**src/rtl/laser_pool_if.sv**
```systemverilog
// -----------------------------------------------------------------------------
// laser_pool_if
// Purpose : bundles the per-frame control, collision and pixel signals that go
//           between the gun/ship/VGA side (master) and laser_pool (slave).
// Parameters:
//   NUM_LASERS      number of laser slots carried by the mask/position buses
// Signals (i_ = into laser_pool, o_ = out of laser_pool):
//   i_enable        motion tick, one-cycle pulse per frame step
//   i_fire          fire request from the player
//   i_gunPosition   x of the gun centre
//   i_killMask      bit i: slot i hit an alien this cycle
//   i_hPos, i_vPos  pixel currently being drawn
//   o_aliveMask     bit i: slot i in flight
//   o_xLasers       slot i x at [10*i+9:10*i]
//   o_yLasers       slot i y, same packing
//   o_colorLaser    colour of the pixel presented one cycle earlier
// -----------------------------------------------------------------------------
interface laser_pool_if #(
  parameter int NUM_LASERS = 4
);
  logic                       i_enable;
  logic                       i_fire;
  logic [9:0]                 i_gunPosition;
  logic [NUM_LASERS-1:0]      i_killMask;
  logic [9:0]                 i_hPos;
  logic [9:0]                 i_vPos;
  logic [NUM_LASERS-1:0]      o_aliveMask;
  logic [10*NUM_LASERS-1:0]   o_xLasers;
  logic [10*NUM_LASERS-1:0]   o_yLasers;
  logic [2:0]                 o_colorLaser;

  // Controller / collision / VGA side
  modport master (
    output i_enable, i_fire, i_gunPosition, i_killMask, i_hPos, i_vPos,
    input  o_aliveMask, o_xLasers, o_yLasers, o_colorLaser
  );

  // Laser manager side
  modport slave (
    input  i_enable, i_fire, i_gunPosition, i_killMask, i_hPos, i_vPos,
    output o_aliveMask, o_xLasers, o_yLasers, o_colorLaser
  );
endinterface

```
**src/rtl/laser_pool.sv**
```systemverilog
// -----------------------------------------------------------------------------
// laser_pool
// Purpose : multi-shot player laser manager. NUM_LASERS independent slots each
//           hold at most one laser in flight. Shots are rate limited by a
//           cooldown counter, slots can be killed by the alien collision logic,
//           and a registered colour is produced for the VGA colour mux.
// Ports   :
//   i_clk     system clock
//   i_reset   synchronous, active-high reset (priority over everything)
//   bus       laser_pool_if.slave: enable/fire/gunPosition/killMask/hPos/vPos
//             in; aliveMask/xLasers/yLasers/colorLaser out
// Configuration:
//   LASER_AUTOFIRE_EN  when defined, fire is level sensitive and holding it
//                      re-fires whenever the cooldown has expired and a slot
//                      is free. When undefined, only a rising edge of fire is a
//                      request; an edge arriving during cooldown is lost.
// -----------------------------------------------------------------------------
module laser_pool #(
  parameter int         NUM_LASERS    = 4,
  parameter int         COOLDOWN      = 16,
  parameter int         STEP_MOTION   = 1,
  parameter int         RADIUS        = 7,
  parameter int         SCREEN_WIDTH  = 640,
  parameter int         SCREEN_HEIGHT = 480,
  parameter int         SHIP_HEIGHT   = 30,
  parameter int         V_OFFSET      = 10,
  parameter logic [2:0] BACKGROUND    = 3'd0,
  parameter logic [2:0] LASER         = 3'd3,
  parameter logic [2:0] KILL          = 3'd1
) (
  input logic          i_clk,
  input logic          i_reset,
  laser_pool_if.slave  bus
);

  // ---------------------------------------------------------------------------
  // Derived constants
  // ---------------------------------------------------------------------------
  localparam int              CW        = (COOLDOWN > 0) ? $clog2(COOLDOWN + 1) : 1;
  localparam logic [9:0]      PARK_X    = 10'(SCREEN_WIDTH - 1);
  localparam logic [9:0]      PARK_Y    = 10'(SCREEN_HEIGHT - 1);
  localparam logic [9:0]      START_Y   = 10'(SCREEN_HEIGHT - V_OFFSET - SHIP_HEIGHT - RADIUS);
  localparam logic [9:0]      STEP      = 10'(STEP_MOTION);
  localparam logic [21:0]     RADIUS_SQ = 22'(RADIUS * RADIUS);
  localparam logic [CW-1:0]   COOL_LOAD = CW'(COOLDOWN);
  localparam logic [CW-1:0]   COOL_ZERO = CW'(0);

  // ---------------------------------------------------------------------------
  // Helper functions
  // ---------------------------------------------------------------------------

  // Square of the signed 11-bit difference a-b. |a-b| <= 1023 so the square
  // fits in 20 bits; a 21-bit result leaves headroom and never wraps.
  function automatic logic [20:0] diff_sq(input logic [9:0] a, input logic [9:0] b);
    logic signed [10:0] d;
    logic [9:0]         m;
    logic [20:0]        m_ext;
    d     = $signed({1'b0, a}) - $signed({1'b0, b});
    m     = d[10] ? 10'(-d) : d[9:0];
    m_ext = 21'(m);
    return m_ext * m_ext;
  endfunction

  // True when pixel (h,v) is strictly inside the disc centred on (x,y).
  function automatic logic in_disc(input logic [9:0] h, input logic [9:0] v,
                                   input logic [9:0] x, input logic [9:0] y);
    logic [21:0] sum;
    sum = 22'(diff_sq(h, x)) + 22'(diff_sq(v, y));
    return (sum < RADIUS_SQ);
  endfunction

  // ---------------------------------------------------------------------------
  // State
  // ---------------------------------------------------------------------------
  logic [NUM_LASERS-1:0] r_alive;
  logic [9:0]            r_x [NUM_LASERS];
  logic [9:0]            r_y [NUM_LASERS];
  logic [CW-1:0]         r_cool;
  logic [2:0]            r_color;

  // ---------------------------------------------------------------------------
  // Next-state / combinational signals
  // ---------------------------------------------------------------------------
  logic                    w_fire_req;
  logic [NUM_LASERS-1:0]   w_grant;
  logic                    w_any_free;
  logic                    w_accept;
  logic [NUM_LASERS-1:0]   w_alive_nx;
  logic [9:0]              w_x_nx [NUM_LASERS];
  logic [9:0]              w_y_nx [NUM_LASERS];
  logic [CW-1:0]           w_cool_nx;
  logic [NUM_LASERS-1:0]   w_hit;
  logic [2:0]              w_color_nx;
  logic [10*NUM_LASERS-1:0] w_x_flat;
  logic [10*NUM_LASERS-1:0] w_y_flat;

`ifdef LASER_AUTOFIRE_EN
  // Level-sensitive request: holding fire keeps asking for shots.
  assign w_fire_req = bus.i_fire;
`else
  logic r_fire_q;

  // Previous fire level, used to detect rising edges.
  always_ff @(posedge i_clk) begin
    if (i_reset) begin
      r_fire_q <= 1'b0;
    end else begin
      r_fire_q <= bus.i_fire;
    end
  end

  // Only a fresh press counts as a request.
  assign w_fire_req = bus.i_fire & ~r_fire_q;
`endif

  // Lowest dead slot as a one-hot grant: isolating the lowest zero of r_alive.
  // This looks only at start-of-cycle state, so a slot freed this cycle is not
  // reusable until the next one.
  assign w_grant    = ~r_alive & (r_alive + NUM_LASERS'(1));
  assign w_any_free = |(~r_alive);
  assign w_accept   = w_fire_req & (r_cool == COOL_ZERO) & w_any_free;

  // Per-slot next state: allocate, then kill > motion for live slots.
  always_comb begin
    w_alive_nx = r_alive;
    for (int i = 0; i < NUM_LASERS; i++) begin
      w_x_nx[i] = r_x[i];
      w_y_nx[i] = r_y[i];
      if (w_accept && w_grant[i]) begin
        // A granted slot is dead at cycle start, so kill/motion cannot apply.
        w_alive_nx[i] = 1'b1;
        w_x_nx[i]     = bus.i_gunPosition;
        w_y_nx[i]     = START_Y;
      end else if (r_alive[i] && bus.i_killMask[i]) begin
        w_alive_nx[i] = 1'b0;
        w_x_nx[i]     = PARK_X;
        w_y_nx[i]     = PARK_Y;
      end else if (r_alive[i] && bus.i_enable) begin
        if (r_y[i] > STEP) begin
          w_y_nx[i] = r_y[i] - STEP;
        end else begin
          // Would leave the top of the screen: retire the slot.
          w_alive_nx[i] = 1'b0;
          w_x_nx[i]     = PARK_X;
          w_y_nx[i]     = PARK_Y;
        end
      end else begin
        w_alive_nx[i] = r_alive[i];
        w_x_nx[i]     = r_x[i];
        w_y_nx[i]     = r_y[i];
      end
    end
  end

  // Cooldown: a new shot reloads it even if a tick arrives in the same cycle.
  always_comb begin
    w_cool_nx = r_cool;
    if (w_accept) begin
      w_cool_nx = COOL_LOAD;
    end else if (bus.i_enable && (r_cool != COOL_ZERO)) begin
      w_cool_nx = r_cool - CW'(1);
    end else begin
      w_cool_nx = r_cool;
    end
  end

  // Pixel hit test against start-of-cycle slot state; dead slots never render.
  always_comb begin
    w_hit = '0;
    for (int i = 0; i < NUM_LASERS; i++) begin
      w_hit[i] = r_alive[i] & in_disc(bus.i_hPos, bus.i_vPos, r_x[i], r_y[i]);
    end
  end

  // Colour select: a hit on a slot being killed this cycle shows KILL.
  always_comb begin
    w_color_nx = BACKGROUND;
    if (|(w_hit & bus.i_killMask)) begin
      w_color_nx = KILL;
    end else if (|w_hit) begin
      w_color_nx = LASER;
    end else begin
      w_color_nx = BACKGROUND;
    end
  end

  // Main state register with synchronous reset parking every slot.
  always_ff @(posedge i_clk) begin
    if (i_reset) begin
      r_alive <= '0;
      for (int i = 0; i < NUM_LASERS; i++) begin
        r_x[i] <= PARK_X;
        r_y[i] <= PARK_Y;
      end
      r_cool  <= COOL_ZERO;
      r_color <= BACKGROUND;
    end else begin
      r_alive <= w_alive_nx;
      for (int i = 0; i < NUM_LASERS; i++) begin
        r_x[i] <= w_x_nx[i];
        r_y[i] <= w_y_nx[i];
      end
      r_cool  <= w_cool_nx;
      r_color <= w_color_nx;
    end
  end

  // Pack per-slot position registers onto the flat output buses.
  always_comb begin
    w_x_flat = '0;
    w_y_flat = '0;
    for (int i = 0; i < NUM_LASERS; i++) begin
      w_x_flat[10*i +: 10] = r_x[i];
      w_y_flat[10*i +: 10] = r_y[i];
    end
  end

  assign bus.o_aliveMask  = r_alive;
  assign bus.o_xLasers    = w_x_flat;
  assign bus.o_yLasers    = w_y_flat;
  assign bus.o_colorLaser = r_color;

endmodule

```
**src/flat_wrapper.sv**
```systemverilog
// flat-port wrapper written by rule: the top's interface ports become plain ports
module laser_pool_flat 
#(
  parameter int         NUM_LASERS    = 4,
  parameter int         COOLDOWN      = 16,
  parameter int         STEP_MOTION   = 1,
  parameter int         RADIUS        = 7,
  parameter int         SCREEN_WIDTH  = 640,
  parameter int         SCREEN_HEIGHT = 480,
  parameter int         SHIP_HEIGHT   = 30,
  parameter int         V_OFFSET      = 10,
  parameter logic [2:0] BACKGROUND    = 3'd0,
  parameter logic [2:0] LASER         = 3'd3,
  parameter logic [2:0] KILL          = 3'd1
)
  (i_clk, i_reset, bus_i_enable, bus_i_fire, bus_i_gunPosition, bus_i_killMask, bus_i_hPos, bus_i_vPos, bus_o_aliveMask, bus_o_xLasers, bus_o_yLasers, bus_o_colorLaser);
  laser_pool_if #(.NUM_LASERS(NUM_LASERS)) bus_i ();
  input logic i_clk;
  input logic i_reset;
  input wire logic [$bits(bus_i.i_enable)-1:0] bus_i_enable;
  input wire logic [$bits(bus_i.i_fire)-1:0] bus_i_fire;
  input wire logic [$bits(bus_i.i_gunPosition)-1:0] bus_i_gunPosition;
  input wire logic [$bits(bus_i.i_killMask)-1:0] bus_i_killMask;
  input wire logic [$bits(bus_i.i_hPos)-1:0] bus_i_hPos;
  input wire logic [$bits(bus_i.i_vPos)-1:0] bus_i_vPos;
  output wire logic [$bits(bus_i.o_aliveMask)-1:0] bus_o_aliveMask;
  output wire logic [$bits(bus_i.o_xLasers)-1:0] bus_o_xLasers;
  output wire logic [$bits(bus_i.o_yLasers)-1:0] bus_o_yLasers;
  output wire logic [$bits(bus_i.o_colorLaser)-1:0] bus_o_colorLaser;
  assign bus_i.i_enable = bus_i_enable;
  assign bus_i.i_fire = bus_i_fire;
  assign bus_i.i_gunPosition = bus_i_gunPosition;
  assign bus_i.i_killMask = bus_i_killMask;
  assign bus_i.i_hPos = bus_i_hPos;
  assign bus_i.i_vPos = bus_i_vPos;
  assign bus_o_aliveMask = bus_i.o_aliveMask;
  assign bus_o_xLasers = bus_i.o_xLasers;
  assign bus_o_yLasers = bus_i.o_yLasers;
  assign bus_o_colorLaser = bus_i.o_colorLaser;
  laser_pool #(.NUM_LASERS(NUM_LASERS), .COOLDOWN(COOLDOWN), .STEP_MOTION(STEP_MOTION), .RADIUS(RADIUS), .SCREEN_WIDTH(SCREEN_WIDTH), .SCREEN_HEIGHT(SCREEN_HEIGHT), .SHIP_HEIGHT(SHIP_HEIGHT), .V_OFFSET(V_OFFSET), .BACKGROUND(BACKGROUND), .LASER(LASER), .KILL(KILL)) u_core (.i_clk(i_clk), .i_reset(i_reset), .bus(bus_i));
endmodule
```
**config.mk**
```make
export PLATFORM = sky130hd
export DESIGN_NAME = laser_pool_flat
export DESIGN_NICKNAME = d
export VERILOG_FILES = /design/src/rtl/laser_pool_if.sv /design/src/rtl/laser_pool.sv /design/src/flat_wrapper.sv
export SDC_FILE = /design/constraint.sdc
export NUM_CORES = 2
export LEC_CHECK = 0
export ABC_AREA = 1
export CAP_MARGIN = 10
export CORE_ASPECT_RATIO = 0.6
export CORE_MARGIN = 3
export CORE_UTILIZATION = 59
export CTS_CLUSTER_DIAMETER = 100
export DETAILED_ROUTE_END_ITERATION = 8
export PLACE_DENSITY = 0.91
export SYNTH_ARGS = -nofsm -noshare
export SYNTH_HDL_FRONTEND = slang
export SYNTH_SLANG_ARGS = --single-unit
```
**constraint.sdc**
```tcl
create_clock -name i_clk -period 9.2 [get_ports i_clk]
set_input_delay 1.84 -clock i_clk [delete_from_list [all_inputs] [get_ports i_clk]]
set_output_delay 1.84 -clock i_clk [all_outputs]
set_load 0.005 [all_outputs]
```
==> flow_summary.rst, run 1 <==
.. list-table::
   :header-rows: 1

   * - Metric
     - Value
   * - Buffer depth of the longest clock path
     - 2
   * - Error
     - [ERROR GRT-0232] Routing congestion too high. Check the congestion heatmap in the GUI.
   * - Clock root buffer master
     - clkbuf_16
   * - Die outline height
     - 190.3 um
   * - Number of hold buffers added after CTS
     - 0
   * - Total clock buffers created by CTS
     - 9
   * - Grt ovf
     - 3
   * - Placement-stage worst setup slack
     - -1.489 ns
   * - Synthesized Nets
     - ~5600
   * - Clock Sinks
     - 92
   * - Outcome
     - aborted with a tool error
   * - Share of flip-flops with an asynchronous set or reset after synthesis
     - 0%
   * - Fail Step
     - global routing
   * - Most used flip-flop cell after synthesis
     - dfxtp_1
   * - Post-detail-place hpwl
     - 102.2 mm
   * - Cell area after synthesis
     - 33400 sq um
   * - Standard-cell rows
     - 66
   * - Routability congestion estimate from global placement
     - 1.068
   * - Placed cell areas
     - 40830 sq um
   * - PortBufs
     - 123
   * - H-tree depth
     - 3
   * - Number of primary I/O pins
     - 125
   * - Distinct cell type count of the synthesized netlist
     - just under 60
   * - Sequential fraction of the synthesis area
     - 5.515%
   * - Die width
     - 313.2 um
   * - Number of warnings issued by yosys
     - 0
   * - Maximum number of pins on one net before global-route repair
     - 50
   * - Mean instance size in the synthesized netlist
     - around 7.3 sq um
   * - Flops & latches, synth
     - 92
   * - GRT Total Usage
     - between 70 and 80%
   * - Number of enable-type register cells in the synthesized netlist
     - 0
   * - Initial standard-cell utilization of the core
     - between 60% and 70%
   * - Count of mapped cells out of synthesis
     - approximately 4600
==> stage by stage <==
stage / utilization, % / instances
2_1_floorplan: - / 4568
3_3_place_gp: 74.12 / 6118
3_5_place_dp: 74.12 / 6118
4_1_cts: 80.25 / 6229
==> synthesized netlist by cell type, types with 5 or more instances <==
cell | n | area, sq um
clkbuf_1 | 20 | 75.07
or2_2 | 18 | 112.6
inv_1 | 1252 | 4700
a21o_1 | 16 | 120.1
xor2_2 | 15 | 244.0
o2111ai_1 | 5 | 43.79
or2_1 | 5 | 31.28
inv_2 | 27 | 101.4
nand3_1 | 235 | 1176
nand2_2 | 27 | 168.9
o21ai_0 | 39 | 195.2
nor4_1 | 5 | 31.28
nand2_1 | 952 | 3573
a31oi_1 | 12 | 75.07
fa_1 | 528 | 10570
o32ai_1 | 29 | 254.0
nand3b_1 | 21 | 157.7
o21bai_1 | 15 | 112.6
nor2_1 | 415 | 1558
nor3_1 | 55 | 275.3
buf_2 | 9 | 45.04
nand4_1 | 46 | 287.8
dfxtp_1 | 92 | 1842
nor2_2 | 5 | 31.28
o21ai_1 | 6 | 30.03
ha_1 | 426 | 5330
o21a_1 | 7 | 52.55
a21oi_1 | 126 | 630.6
xor2_1 | 66 | 578.1
xnor2_2 | 8 | 130.1
xnor2_1 | 29 | 254.0
o22ai_1 | 5 | 31.28
==> layer usage <==
metal / global-route usage [%] / overflow
met1: 71.22 / 0
met4: 70.88 / 0
met2: 82.70 / 3
met5: 58.36 / 0
met3: 68.69 / 0
==> timing repair <==
action / in CTS
buffers inserted: 93
gates cloned: 4
pin swaps: 295
endpoints found under the setup margin: 2
resized for setup: 580
hold endpoints to repair: 0
==> cell families after synthesis <==
logic type,synth area share [%]
xor gates and xnor gates,4.106
other,0.01123
and+or+nand+nor,22.61
AOI/OAI and AO/OA,5.264
adders and majority gates,47.61
buffers and inverters,14.89
DFF,5.515
==> run 2, diff against run 1 <==
- CORE_ASPECT_RATIO: 0.6 -> not set
- CORE_UTILIZATION: 59 -> 40
- CTS_CLUSTER_DIAMETER: 100 -> not set
- PLACE_DENSITY: 0.91 -> not set
- PLACE_DENSITY_LB_ADDON: not set -> 0.15
- clock period: 9.2 -> 11.96 ns (I/O delays scaled with it)
==> run 2 against run 1 <==
Net effect: the run now ends clean; synthesized area did not move; synthesized cell count did not move.
==> flow_summary.rst, run 2 <==
.. list-table::
   :header-rows: 1

   * - Metric
     - Value
   * - Die outline height
     - 295.0 um
   * - Hold Fails Final Rpt
     - 0
   * - TritonCTS clock tree
     - done
   * - Initial standard-cell utilization of the core
     - about two fifths
   * - Maximum single-stage delay on the critical path
     - 0.57 ns
   * - Setup_tns
     - 0 ns
   * - Distinct cell type count of the synthesized netlist
     - 58
   * - Number of warnings issued by yosys
     - 0
   * - Kind of path behind the tightest hold check
     - flop to flop
   * - Fin crit period
     - around 11 ns
   * - Synth area leaders
     - fa_1, ha_1, inv_1
   * - Via density per instance
     - 4.873
   * - Number of antenna violations at the first check in global routing
     - 2
   * - Final cell count without fillers
     - 5779
   * - Unrepaired setup endpoints after global routing
     - no
   * - Top Registers
     - u_core.r_x: 40 flops, u_core.r_y: 40 flops, u_core.r_cool: 5 flops
   * - Clock slew at the register clock pins of the worst setup and hold paths
     - 0.07 ns
   * - Number of primary I/O pins
     - 125
   * - Routability congestion estimate from global placement
     - 0.9329
   * - Standard-cell rows
     - 105
   * - Max-Cap Viols
     - 0
   * - Fraction of the cycle the final worst path needs
     - 93.31%
   * - DR DRC count
     - 0
   * - Synth cell count leaders
     - inv_1, nand2_1, fa_1
   * - Library cell with the highest instance count after synthesis
     - inv_1
   * - Grt ovf
     - 0
   * - PortBufs
     - 123
   * - Slack of the critical path
     - 0.8005 ns
   * - Vias
     - 28160
   * - Most used flip-flop cell after synthesis
     - dfxtp_1
   * - Cell accounting for the most synthesized area
     - fa_1
   * - Commonest cells after routing, fill and taps aside
     - inv_1, nand2_1, fa_1
   * - Kind of end point of the critical path
     - flop
   * - Number of fill cells
     - 8673
   * - Clock Sinks
     - 92
   * - Combined flip-flop and latch cell area
     - 1842 sq um
   * - Number of design-rule violations left by the first detailed-router iteration
     - between 1000 and 1500
   * - Number of endpoints failing setup at the final stage
     - 0
   * - Count of mapped cells out of synthesis
     - 4568
   * - H-tree depth
     - 3
   * - Area fraction of the dominant cell type after synthesis
     - 31.65%
   * - Count of final max-slew check failures
     - 0
   * - Maximum number of pins on one net before global-route repair
     - 50
   * - Setup clock skew after layout
     - about 0.017 ns
   * - Die width
     - roughly 300 um
   * - Reg2Reg Setup Slack
     - 3.21 ns
   * - Buffer depth of the longest clock path
     - 2
   * - Total wire length
     - 95.44 mm
   * - Number of enable-type register cells in the synthesized netlist
     - 0
   * - DRT Pass-1 Iters
     - 5
   * - Total clock buffers created by CTS
     - 9
   * - Crit path kind
     - input port to flop
   * - Placement-stage worst setup slack
     - around 0.28 ns
   * - Sequential fraction of the synthesis area
     - 5.515%
   * - Full die area
     - 87000 sq um
   * - Cell mode on critical path
     - nand2_1
   * - Post-detail-place hpwl
     - 85.07 mm
   * - Slew HR
     - 44.01%
   * - Worst-path cell with the longest stage delay
     - fa_1
   * - Area Overhead vs Synth
     - 8.912%
   * - Wire per inst
     - between 15 and 20 um
   * - Startpoint types
     - input port
   * - Area of the placeable core
     - 82370 sq um
   * - Max FO, Critical Path
     - 15
   * - Instance count after placement with tap cells included
     - a little under 6000
   * - Flops & latches, synth
     - 92
   * - GRT Total Usage
     - 22.59%
   * - Post-CTS setup repair buffer count
     - 0
   * - Fin nets
     - 5695
   * - Later-pin clock latency in the skew report
     - between 0.3 and 0.4 ns
   * - Transition time at the pin with the least slew margin
     - around 0.83 ns
   * - Number of hold buffers added after CTS
     - 0
   * - Required time at the endpoint of the critical path
     - approximately 12 ns
   * - Placed cell areas
     - 36060 sq um
   * - Share of final-layout standard cells stronger than drive strength 1
     - 3.929%
   * - Area occupied by multi-input gates
     - ~27000 sq um
   * - Finished layout cell area
     - about 36000 sq um
   * - Clock root buffer master
     - clkbuf_16
   * - Synthesized Nets
     - 5560
   * - Wire length of the first global-routing pass
     - approximately 150 mm
   * - Post-route antenna net violation count
     - 0
   * - Vias in the first global route
     - 28366
   * - Mean instance size in the synthesized netlist
     - 7.311 sq um
   * - Outcome
     - completed
   * - Share of flip-flops with an asynchronous set or reset after synthesis
     - 0%
   * - Fmax
     - 89.61 MHz
   * - Critical path data arrival time
     - 11.45 ns
   * - Leading cell type in the layout, fill and taps excluded
     - inv_1
   * - Cell area after synthesis
     - 33400 sq um
run 2: cell counts after synthesis:
Identical to the previous run, type by type.
run 2: critical path: cells and delay by family:
family	cells	cell delay (ns)
buf+inv	8	1.27
fa+ha+maj	10	4.55
simple gates	18	2.19
compound gates	2	0.56
xor+xnor	1	0.48
run 2: kinds of logic (layout without fill, tap and decap cells):
family | after synthesis | in the layout | share of synthesized area [%]
buffers and inverters | 1315 | 1455 | 14.89
AOI/OAI and AO/OA | 282 | 282 | 5.264
adders and majority gates | 954 | 954 | 47.61
DFF | 92 | 92 | 5.515
xor gates and xnor gates | 124 | 124 | 4.106
other | 1 | 2 | 0.01123
and+or+nand+nor | 1800 | 1800 | 22.61
run 2: path summary, 6_finish.rpt:
path	start	endpoint	depth (start not counted)
setup / recovery	bus_i_hPos[0]	u_core.bus.o_colorLaser[1]	39
hold / removal	u_core.r_cool[0]	u_core.r_cool[0]	2
setup reg to reg	u_core.r_y[0][20]	u_core.bus.o_colorLaser[1]	42
hold reg to reg	u_core.r_cool[0]	u_core.r_cool[0]	2
run 2: routing by layer:
| metal | GRT usage, % | wire length [um] | share of wire, % | vias to the layer above |
|---|---|---|---|---|
| met1 | 32.82 | 46100 | 48 | 13397 |
| met4 | 3.578 | 1717 | 1.8 | 2 |
| met3 | 4.688 | 7058 | 7.4 | 75 |
| met2 | 35.28 | 40550 | 42 | 697 |
| met5 | 0 | 12 | 0.013 | - |
| li1 | - | - | - | 13989 |
run 2: what timing repair did:
action / CTS / global route
resized for setup: 0 / 1
endpoints found under the setup margin: 0 / 1
hold endpoints to repair: 0 / 0
run 2: cell type report:
class / instances / share of cell area (%)
Antenna cell: 1 / 0.006879
Clock buffer: 9 / 0.6192
Tap cell: 1070 / 3.681
Clock inverter: 7 / 0.2201
Multi-Input combinational cell: 3161 / 73.09
Sequential cell: 92 / 5.063
Inverter: 1281 / 13.23
Timing Repair Buffer: 158 / 4.093
run 2: stage by stage:
step                      hold WS, ns  util [%]
after floorplan                0.4411         -
after global placement         0.4584     43.78
after detailed placement       0.4610     43.78
after CTS                      0.4737     44.15
after global routing           0.4986     44.16
final                          0.4733     44.16
Power of run 2 is left out: the tool's default activity adds up to more than one toggle a clock period on the data nets, which glitch-free logic cannot reach.
